==> config.mk <==
export PLATFORM = sky130hd
export DESIGN_NAME = ps2_kbd_rx
export DESIGN_NICKNAME = d
export VERILOG_FILES = /design/src/rtl/ps2_kbd_rx.sv
export SDC_FILE = /design/constraint.sdc
export NUM_CORES = 1
export LEC_CHECK = 0
export CAP_MARGIN = 20
export CORE_MARGIN = 5
export CORE_UTILIZATION = 38
export DETAILED_ROUTE_END_ITERATION = 16
export DONT_BUFFER_PORTS = 1
export GPL_ROUTABILITY_DRIVEN = 1
export SLEW_MARGIN = 20
export SYNTH_ARGS = -nofsm -noshare
export SYNTH_HDL_FRONTEND = slang
export SYNTH_SLANG_ARGS = --single-unit
==> constraint.sdc <==
create_clock -name clk_25mhz -period 2.1 [get_ports clk_25mhz]
set_input_delay 0.21 -clock clk_25mhz [delete_from_list [all_inputs] [get_ports clk_25mhz]]
set_output_delay 0.21 -clock clk_25mhz [all_outputs]
set_load 0.1 [all_outputs]
==> src/rtl/ps2_kbd_rx.sv <==
// Purpose : host-side PS/2 keyboard receiver; 11-bit frames -> key events with E0/F0 folded in.
// Latency : code_valid 1 cycle after the filtered stop-bit edge (2+FILTER+1 cycles after the pin edge).
// Backpr. : none; the PS/2 device is never throttled and code_valid is a single-cycle pulse.
// Ports   : clk_25mhz/reset (sync, active-high); ps2_clk/ps2_data async line inputs;
//           busy (frame in progress), code_valid/code/extended/key_release (key event),
//           err (framing/parity/timeout pulse), shift_held (left or right shift down).
module ps2_kbd_rx #(
  parameter int FILTER  = 4,
  parameter int TIMEOUT = 5000
) (
  input  logic       clk_25mhz,
  input  logic       reset,
  input  logic       ps2_clk,
  input  logic       ps2_data,
  output logic       busy,
  output logic       code_valid,
  output logic [7:0] code,
  output logic       extended,
  output logic       key_release,
  output logic       err,
  output logic       shift_held
);

  localparam int FW = $clog2(FILTER + 1);
  localparam int TW = $clog2(TIMEOUT + 1);

  typedef enum logic [1:0] {IDLE, DATA, PARITY, STOP} state_t;

  state_t        state, state_nxt;
  logic [1:0]    clk_sync, data_sync;
  logic          clk_filt, data_filt, clk_filt_q;
  logic [FW-1:0] clk_cnt, data_cnt;
  logic [TW-1:0] timer;
  logic [2:0]    bitcnt;
  logic [7:0]    shreg;
  logic          parity_ok;
  logic          ext_flag, rel_flag;
  logic          edge_evt, timeout, frame_ok, frame_err;

  // Edge event: filtered clock seen high last cycle, low now.
  assign edge_evt = clk_filt_q & ~clk_filt;
  assign timeout  = (state != IDLE) && (timer == TW'(TIMEOUT - 1));
  assign busy     = (state != IDLE);

  always_ff @(posedge clk_25mhz) begin
    if (reset) state <= IDLE;
    else       state <= state_nxt;
  end

  always_comb begin
    state_nxt = state;
    frame_ok  = 1'b0;
    frame_err = 1'b0;
    if (timeout) begin
      // Timeout takes priority over an edge arriving in the same cycle.
      state_nxt = IDLE;
      frame_err = 1'b1;
    end else if (edge_evt) begin
      case (state)
        IDLE: begin
          if (!data_filt) state_nxt = DATA;
          else            frame_err = 1'b1;
        end
        DATA:   if (bitcnt == 3'd7) state_nxt = PARITY;
        PARITY: state_nxt = STOP;
        STOP: begin
          state_nxt = IDLE;
          if (data_filt && parity_ok) frame_ok  = 1'b1;
          else                        frame_err = 1'b1;
        end
        default: state_nxt = IDLE;
      endcase
    end
  end

  always_ff @(posedge clk_25mhz) begin
    if (reset) begin
      clk_sync    <= 2'b11;
      data_sync   <= 2'b11;
      clk_filt    <= 1'b1;
      data_filt   <= 1'b1;
      clk_filt_q  <= 1'b1;
      clk_cnt     <= '0;
      data_cnt    <= '0;
      timer       <= '0;
      bitcnt      <= '0;
      shreg       <= '0;
      parity_ok   <= 1'b0;
      ext_flag    <= 1'b0;
      rel_flag    <= 1'b0;
      code_valid  <= 1'b0;
      code        <= '0;
      extended    <= 1'b0;
      key_release <= 1'b0;
      err         <= 1'b0;
      shift_held  <= 1'b0;
    end else begin
      clk_sync   <= {clk_sync[0], ps2_clk};
      data_sync  <= {data_sync[0], ps2_data};
      clk_filt_q <= clk_filt;

      // Glitch filter: the filtered level only follows after FILTER
      // consecutive synced samples disagree with it.
      if (clk_sync[1] == clk_filt) begin
        clk_cnt <= '0;
      end else if (clk_cnt == FW'(FILTER - 1)) begin
        clk_filt <= clk_sync[1];
        clk_cnt  <= '0;
      end else begin
        clk_cnt <= clk_cnt + FW'(1);
      end

      if (data_sync[1] == data_filt) begin
        data_cnt <= '0;
      end else if (data_cnt == FW'(FILTER - 1)) begin
        data_filt <= data_sync[1];
        data_cnt  <= '0;
      end else begin
        data_cnt <= data_cnt + FW'(1);
      end

      if (state == IDLE || edge_evt || timeout) timer <= '0;
      else                                      timer <= timer + TW'(1);

      if (edge_evt && !timeout) begin
        case (state)
          IDLE:   bitcnt    <= '0;
          DATA: begin
            shreg  <= {data_filt, shreg[7:1]};
            bitcnt <= bitcnt + 3'd1;
          end
          PARITY: parity_ok <= ^{shreg, data_filt};
          default: ;
        endcase
      end

      code_valid <= 1'b0;
      err        <= frame_err;

      // A bad or aborted frame must not leave a prefix armed for the next key.
      if (frame_err) begin
        ext_flag <= 1'b0;
        rel_flag <= 1'b0;
      end

      if (frame_ok) begin
        if (shreg == 8'hE0) begin
          ext_flag <= 1'b1;
        end else if (shreg == 8'hF0) begin
          rel_flag <= 1'b1;
        end else begin
          code        <= shreg;
          extended    <= ext_flag;
          key_release <= rel_flag;
          code_valid  <= 1'b1;
          ext_flag    <= 1'b0;
          rel_flag    <= 1'b0;
          if (!ext_flag && (shreg == 8'h12 || shreg == 8'h59))
            shift_held <= ~rel_flag;
        end
      end
    end
  end

endmodule

* Yosys cells after proc, flatten, opt, wreduce, memory -nomap -nowiden
Index checks and enable logic that the tools add are counted.
** Cells by class
- $add $sub $neg :: 4
- $mul :: 0
- Divide/modulo/power cells :: 0
- Magnitude comparators :: 0
- Equal/unequal tests :: 15
- Shift-type cells :: 0
- Mux-type cells :: 22
- Bitwise gates (word level) :: 8
- Reduce and logical (&&, ||, !) cells :: 26
** Operators with widths (number)
- two-way mux 1 bit :: 17
- == test 8 bit (second input constant) :: 2
- adder 13 x 1 -> 13 bit (second input constant) :: 1
- == test 13 bit (second input constant) :: 1
- AND reduction 2 bit :: 5
- adder 3 x 1 -> 3 bit (second input constant) :: 3
- OR reduction 3 bit :: 3
- XOR reduction 9 bit :: 1
- == test 8 x 5 -> 1 bit (second input constant) :: 1
- == test 8 x 7 -> 1 bit (second input constant) :: 1
- case mux 2 bit (4 select lines) :: 1
- NOT 1 bit :: 7
- == test 3 x 2 -> 1 bit (second input constant) :: 2
- case mux 3 bit (2 select lines) :: 1
- AND reduction 3 bit :: 2
- == test 2 bit (second input constant) :: 2
- logical AND 1 bit :: 4
- two-way mux 2 bit :: 2
- != test 2 bit (second input constant) :: 2
- AND reduction 4 bit :: 1
- nonzero test 2 bit :: 2
- OR reduction 2 bit :: 2
- == test 3 bit (second input constant) :: 1
- logical OR 1 bit :: 3
- 6 further kinds :: 8
** Word-level totals
- Register bits :: 55
- Latch bits :: 0
- Memory bits (writable) :: 0
- ROM bits :: 0
- Input port bits :: 4
- Output and inout port bits :: 14
- Memories kept :: 0

* Depth between registers and ports, before layout
Gate-level depths: netlist of the first run.
- Depth after elaboration :: 9
- Gate-level depth with buffers :: 8
- Depth with buffers taken out :: 6

* Worst setup path before layout of the first run
No wires, ideal clock.
- Path kind :: register -> register
- Start :: register state[0]
- End :: register timer[10]
- Library setup time :: 0.064 ns
- Arrival :: 1.745 ns
- Required time :: 2.036 ns
- Setup slack :: 0.292 ns
- Cell stages (with the launch flop) :: 9
- Buffers on the path :: 2
- Clock period less this slack :: 1.808 ns
- Path through :: dfxtp_1 > inv_1 > ha_1 > nor4b_1 > and4_1 > buf_2 > or4_4 > buf_6 > nor2_1
** On the way
- Cells in the longest elaborated chain, start to end :: 4
- Elaborated cells on any way between the ends :: 6
** RTL lines
- start: declaration :: RTL line 29 : state_t state, state_nxt;
- start signal: assignment :: RTL line 47 : else state <= state_nxt;
- logical NOT 2 bit or nonzero test 2 bit (tied branches) :: RTL line 122, 42
- logical OR 1 bit or logical AND 1 bit (tied branches) :: RTL line 122, 42
- logical OR 1 bit * :: RTL line 122 : if (state == IDLE || edge_evt || timeout) timer <= '0;
- OR reduction 2 bit (no source line) *
- end signal: assignment :: RTL line 123 : else timer <= timer + TW'(1);
- end: declaration :: RTL line 33 : logic [TW-1:0] timer;
Every way passes the cells marked *; elsewhere a longest branch is shown, timed or not.
A chain may end at the register's enable or synchronous reset.

* Worst setup path after layout of the first run
- Start :: register state[0]
- End :: register shift_held
** On the way
- Cells in the longest elaborated chain, start to end :: 5
- Elaborated cells on any way between the ends :: 7
** RTL lines
- == test 2 bit :: RTL line 59 : case (state)
- two-way mux 1 bit :: RTL line 59
- two-way mux 1 bit :: RTL line 58 : end else if (edge_evt) begin
- two-way mux 1 bit * :: RTL line 54 : if (timeout) begin
- AND reduction 4 bit (no source line) *
- end signal: assignment :: RTL line 159 : shift_held <= ~rel_flag;
- end: declaration :: RTL line 21 : output logic shift_held
Marked as above.

==> results of run 1 <==
==> power by group through the flow <==
stage	Clock, W	Sequential (W)	Combinational (W)
after floorplan	0	0.00107	0.0000158
after global placement	0	0.00107	0.00000784
after detailed placement	0	0.00107	0.00000814
after CTS	0.000638	0.00105	0.0000232
after global routing	0.000678	0.00105	0.0000275
final	0.000615	0.00105	0.0000242
==> final timing paths <==
path | start | to | cells after the start
max reg2reg | state[0] | shift_held | 7
min reg2reg | clk_sync[0] | clk_sync[1] | 1
max | state[0] | shift_held | 7
min | reset | data_cnt[0] | 2
==> synth_stat cells (2+ instances only) <==
master,count
dfxtp_1,55
nand3_1,25
a21oi_1,22
nor2_1,21
o21ai_0,21
ha_1,12
inv_1,10
xor2_1,10
clkbuf_1,9
nand2_1,7
nand4_1,7
xnor2_1,6
or2_2,5
and2_1,4
and3_1,4
a211o_1,3
buf_6,3
nor2b_1,3
nor3_1,3
or3_1,3
a211oi_1,2
and4_1,2
buf_1,2
buf_2,2
nand2b_1,2
nand4b_1,2
xnor3_1,2
==> flip-flops by register name (all words and copies together) (netlist names), 2 cells and up <==
name,cells
code,8
timer,13
data_cnt,3
data_sync,2
state,2
shreg,8
bitcnt,3
clk_cnt,3
clk_sync,2
==> kinds of logic after synthesis <==
logic type,synth area share [%]
fa+ha+maj,6.116
buf+inv,5.199
xor+xnor,7.543
flops,44.85
mux,0.4078
compound gates,14.88
simple gates,21.00
==> timing repair <==
item                                   4_1_cts  5_1_grt
hold buffers                                 4        1
resized for setup                            0        1
endpoints found under the hold margin       34        2
setup endpoints to repair                    0        1
==> layout make-up <==
class / count / share of cell area (%)
Sequential cell: 55 / 39.27
Inverter: 10 / 1.339
Clock buffer: 5 / 2.454
Multi-Input combinational cell: 183 / 43.73
Clock inverter: 3 / 0.8925
Timing Repair Buffer: 30 / 8.880
Tap cell: 77 / 3.436
==> stage by stage <==
step | total power (W) | worst slack [ns] | instance area [um2] | hold WS, ns
floorplan | 0.001089 | 0.2917 | 2455 | 0.3138
finish | 0.001688 | 0.2252 | 2804 | 0.1005
detailed placement | 0.001081 | 0.2112 | 2661 | 0.2866
CTS | 0.001710 | 0.2000 | 2795 | 0.00008590
global route | 0.001756 | 0.05427 | 2804 | 0.09840
global placement | 0.001081 | 0.2963 | 2661 | 0.2905
==> placed cells by master, fill, tap and decap left out, drive strengths merged, types with 2 or more instances in the layout <==
cell type	n
nor3	3
buf	26
and4	2
o21ai	22
nor2	21
dfxtp	55
inv	12
xnor2	6
a21oi	22
nand3	25
or2	5
o311ai	2
and2	4
nand4	7
nand4b	2
clkbuf	5
nand2b	2
a211oi	3
dlygate4sd3	4
and3	4
a211o	3
or3	3
xnor3	2
xor2	10
or4b	3
nor2b	3
ha	12
nand2	7
==> layer usage <==
metal  vias to the layer above  track usage, %
met5                         -               0
met4                         0           4.839
met3                         9           2.333
met2                        19           19.94
met1                       894           17.44
li1                        973               -
==> impl_metrics.toml, run 1 <==
[power]
power_frac_comb_pct = 1.4
p_switching_w = 0.0003865
seq_power_share_pct = 62.1
p_clk_share_pct = 36.4
p_leak_nw = 1.038
switching_share_pct = 22.89
intPower_w = 0.001302
max-vdd-ir-drop_uv = 351.1
p_per_area_nw_per_um2 = 602.2

[sta]
fmaxAchievable_mhz = 533.4
post-route-period-util_pct = 89.27
setup_viol = 0
rsz0062_at_grt = "no"
worst_slew_pin_slew_ns = 0.5884
finalHoldViolCount = 0
clock_skew_ns = 0.01854
drv_slew = 0
fin_setup_tns_ns = 0
period_needed_ns = 1.875
relSlewSlack_pct = 60.78

[worst_setup_path]
critPathTopFamily = "simple AND/OR/NAND/NOR gates"
cp.arrival_ns = 2.10
cp-start-kind = "flop"
critical_path.max_stage_delay_ns = 0.38
slowest_stage = "dfxtp_1"
path_cells = "inv_1, ha_1, nor4b_1, and4_1, buf_4, nor2_1, a311oi_1"
worstSetupPathType = "flop to flop"
cp-end-kind = "flop"
cp.required_ns = 2.32
crit_buf_inv = 2
ff2ff_setup_slack_ns = 0.23
cp_max_fo = 4

[die]
core_um2 = 6314
row_count = 29
fp.dieArea_um2 = 8168
start_util_pct = 38.88
die_h_um = 90.38
io_pins = 18
die_w_um = 90.38

[place]
gp_congestion = 0.7325
io_buffers = 0
placedCellCount = 350
place_hpwl_um = 3324

[final_layout]
num-nets-final = 301
final-seq-area_um2 = 1101
nFillCells = 649
area_delta_synth_final_pct = 14.22
diodes = 0
drive_above_1_share_pct = 16.08
multi_input_area_um2 = 1226
final_util_pct = 44.41
final_cells = 363

[yosys]
syn-num-nets = 281
synthTopCellsByArea = "dfxtp_1 (45%), ha_1 (6.1%), nand3_1 (5.1%)"
ys_seq_area_share_pct = 44.85
synth_top_area_share_pct = 44.85
synth_top_cell_by_area = "dfxtp_1"
synth_edf_count = 0
synthArstFlopShare_pct = 0
syn_inst = 265
synth-main-ff-cell = "dfxtp_1"
netlist_area_um2 = 2455
synth_seq_cells = 55
syn_avg_cell_area_um2 = 9.264
ys_warn_count = 0
synth_cell_type_count = 45

[routing]
wl_met1_um = 2538
drtPass1Iterations = 4
routed-via-count = 1895
viasPerCell = 5.220
wl_per_cell_um = 13.86
wl_met3_um = 83
drt_wl_total_um = 5031
remaining_drc_errors = 0
highest_layer = "met4"
dr_wl_met2_um = 2319
postRouteAntennaNets = 0
drt_iter0_drc = 69

[global_routing]
grt_usage_pct = 12.76
grt_max_degree = 33
grt_pass1_vias = 1827
grt_pass1_wl_um = 8852
antenna_found_initial = 0
globalRouteOverflowTotal = 0

[cts]
post_cts_buffers = 0
cts.clk_slew.worst_paths_ns = 0.10
root_buffer = "clkbuf_8"
cts.sinks = 55
clk_path_buf_depth = 2
cts_tree = "yes"
clk_latency_ns = 0.32
cts_made_buffers = 5
htreeDepth = 2

[run]
max_cap_viol_count = 0

[outcome]
outcome = "complete, no violations"

[worst_hold_path]
worstHoldPathType = "primary input to flop"
Power figures use the tool's default switching activity.
==> run 2: changes to the inputs <==
==> constraint.sdc (replaced) <==
create_clock -name clk_25mhz -period 2.2 [get_ports clk_25mhz]
set_input_delay 0.22 -clock clk_25mhz [delete_from_list [all_inputs] [get_ports clk_25mhz]]
set_output_delay 0.22 -clock clk_25mhz [all_outputs]
set_load 0.1 [all_outputs]
==> impl_metrics.toml, run 2 (synthesis results as in run 1) <==
[worst_setup_path]
critical_path.max_stage_delay_ns = 0.38
cp_max_fo = 23
cp-end-kind = "flop"
critPathLaunch = "state[0]"
critPathTopFamily = "simple AND/OR/NAND/NOR gates"
cp.required_ns = 2.45
cp-start-kind = "flop"
slowest_stage = "dfxtp_1"
cp.arrival_ns = 2.22
crit_buf_inv = 2
timing.rr.start = "state[0]"
path_cells = "inv_1, ha_1, nor4b_1, and4_2, buf_4, o21ai_0, a21oi_1"
worstSetupPathType = "flop to flop"

[final_layout]
drive_above_1_share_pct = 15.55
final_util_pct = 43.80
reg_top3 = "timer x13, code x8, shreg x8"
layout_commonest_cell = "dfxtp_1"
regMostFlops = "timer"
nFillCells = 633
area_delta_synth_final_pct = 12.64
largest_reg_flops = 13
diodes = 0
num-nets-final = 298
final_cell_mix = "dfxtp_1 (55), nand3_1 (25), a21oi_1 (22), buf_4 (22)"
stdcell_area_um2 = 2765

[die]
fp.dieArea_um2 = 8168
die_w_um = 90.38
core_um2 = 6314
die_h_um = 90.38
row_count = 29
start_util_pct = 38.88
io_pins = 18

[sta]
finalHoldViolCount = 0
setup_slack_ns = 0.2329
post-route-period-util_pct = 89.42
worst_slew_pin_slew_ns = 0.5598
drv_slew = 0
relSlewSlack_pct = 62.68
fmaxAchievable_mhz = 508.4
fin_setup_tns_ns = 0
period_needed_ns = 1.967
setup_viol = 0
rsz0062_at_grt = "no"
clock_skew_ns = 0.009510

[outcome]
outcome = "complete, no violations"

[place]
postPlaceCellArea_um2 = 2626
io_buffers = 0
gp_congestion = 0.7366
pre_cts_slack_ns = 0.2380
place_hpwl_um = 3150

[worst_hold_path]
worstHoldPathType = "primary input to flop"
worstHoldStart = "reset"

[routing]
viasPerCell = 5.233
postRouteAntennaNets = 0
drtPass1Iterations = 4
routed-via-count = 1884
drt_iter0_drc = 75
wl_per_cell_um = 13.36
remaining_drc_errors = 0
drt_wl_total_um = 4811

[cts]
clk_latency_ns = 0.31
cts_made_buffers = 5
post_cts_buffers = 0
cts.clk_slew.worst_paths_ns = 0.11
cts.sinks = 55
cts_tree = "yes"
htreeDepth = 2
root_buffer = "clkbuf_8"
clk_path_buf_depth = 2

[global_routing]
grt_usage_pct = 12.58
globalRouteOverflowTotal = 0
grt_pass1_wl_um = 8742
grt_max_degree = 30
grt_pass1_vias = 1837
antenna_found_initial = 0

[power]
p_leak_nw = 1.017
p_per_area_nw_per_um2 = 579.2
max-vdd-ir-drop_uv = 324.7

[run]
max_cap_viol_count = 0
## run 2: changes by cell type in the layout (fill, tap and decap cells not counted)
cell      before  now
buf_12         1    0
buf_6          1    0
inv_6          2    0
and4_2         0    1
inv_8          0    1
and4_1         2    1
buf_4         23   22
clkinv_2       0    1
## run 2: layout make-up
type	instances	area, um2	share of cell area [%]
Timing Repair Buffer	27	210.2	7.602
Inverter	10	37.54	1.357
Sequential cell	55	1101	39.82
Clock buffer	5	68.82	2.489
Multi-Input combinational cell	183	1227	44.39
Tap cell	77	96.34	3.484
Clock inverter	3	23.77	0.8597
## run 2: worst paths after layout
| check | depth (start not counted) | end | slack [ns] |
|---|---|---|---|
| worst max-delay path | 7 | code[4] | 0.23 |
| worst min-delay path | 1 | clk_sync[0] | 0.02 |
| worst max register to register | 7 | code[4] | 0.23 |
| worst min register to register | 1 | clk_sync[1] | 0.42 |
## run 2: metrics by stage
stage               total power [W]  hold slack [ns]  cells
CTS                        0.001625        0.0006402    356
global route               0.001672         0.003709    360
detailed placement         0.001032           0.2997    347
floorplan                  0.001039           0.3238    265
finish                     0.001601          0.01689    360
global placement           0.001032           0.2985    347
## run 2: metal layers
metal	routed length (um)	up-vias	track usage, %	part of all wire [%]
li1	-	970	-	-
met1	2428	889	16.96	50
met2	2183	19	19.63	45
met3	137	6	3.167	2.8
met4	62	0	4.094	1.3
met5	0	-	0	0
## run 2: power breakdown
part / switching (W) / internal (W)
sequential: 0.00000215 / 0.000999
combinational: 0.0000130 / 0.0000102
clock: 0.000346 / 0.000231
total: 0.000361 / 0.00124
## run 2: repair_timing
| action | 4_1_cts | 5_1_grt |
|---|---|---|
| hold buffers | 1 | 4 |
| gates resized for setup | 0 | 1 |
| endpoints found under the hold margin | 29 | 5 |
| endpoints found under the setup margin | 0 | 6 |
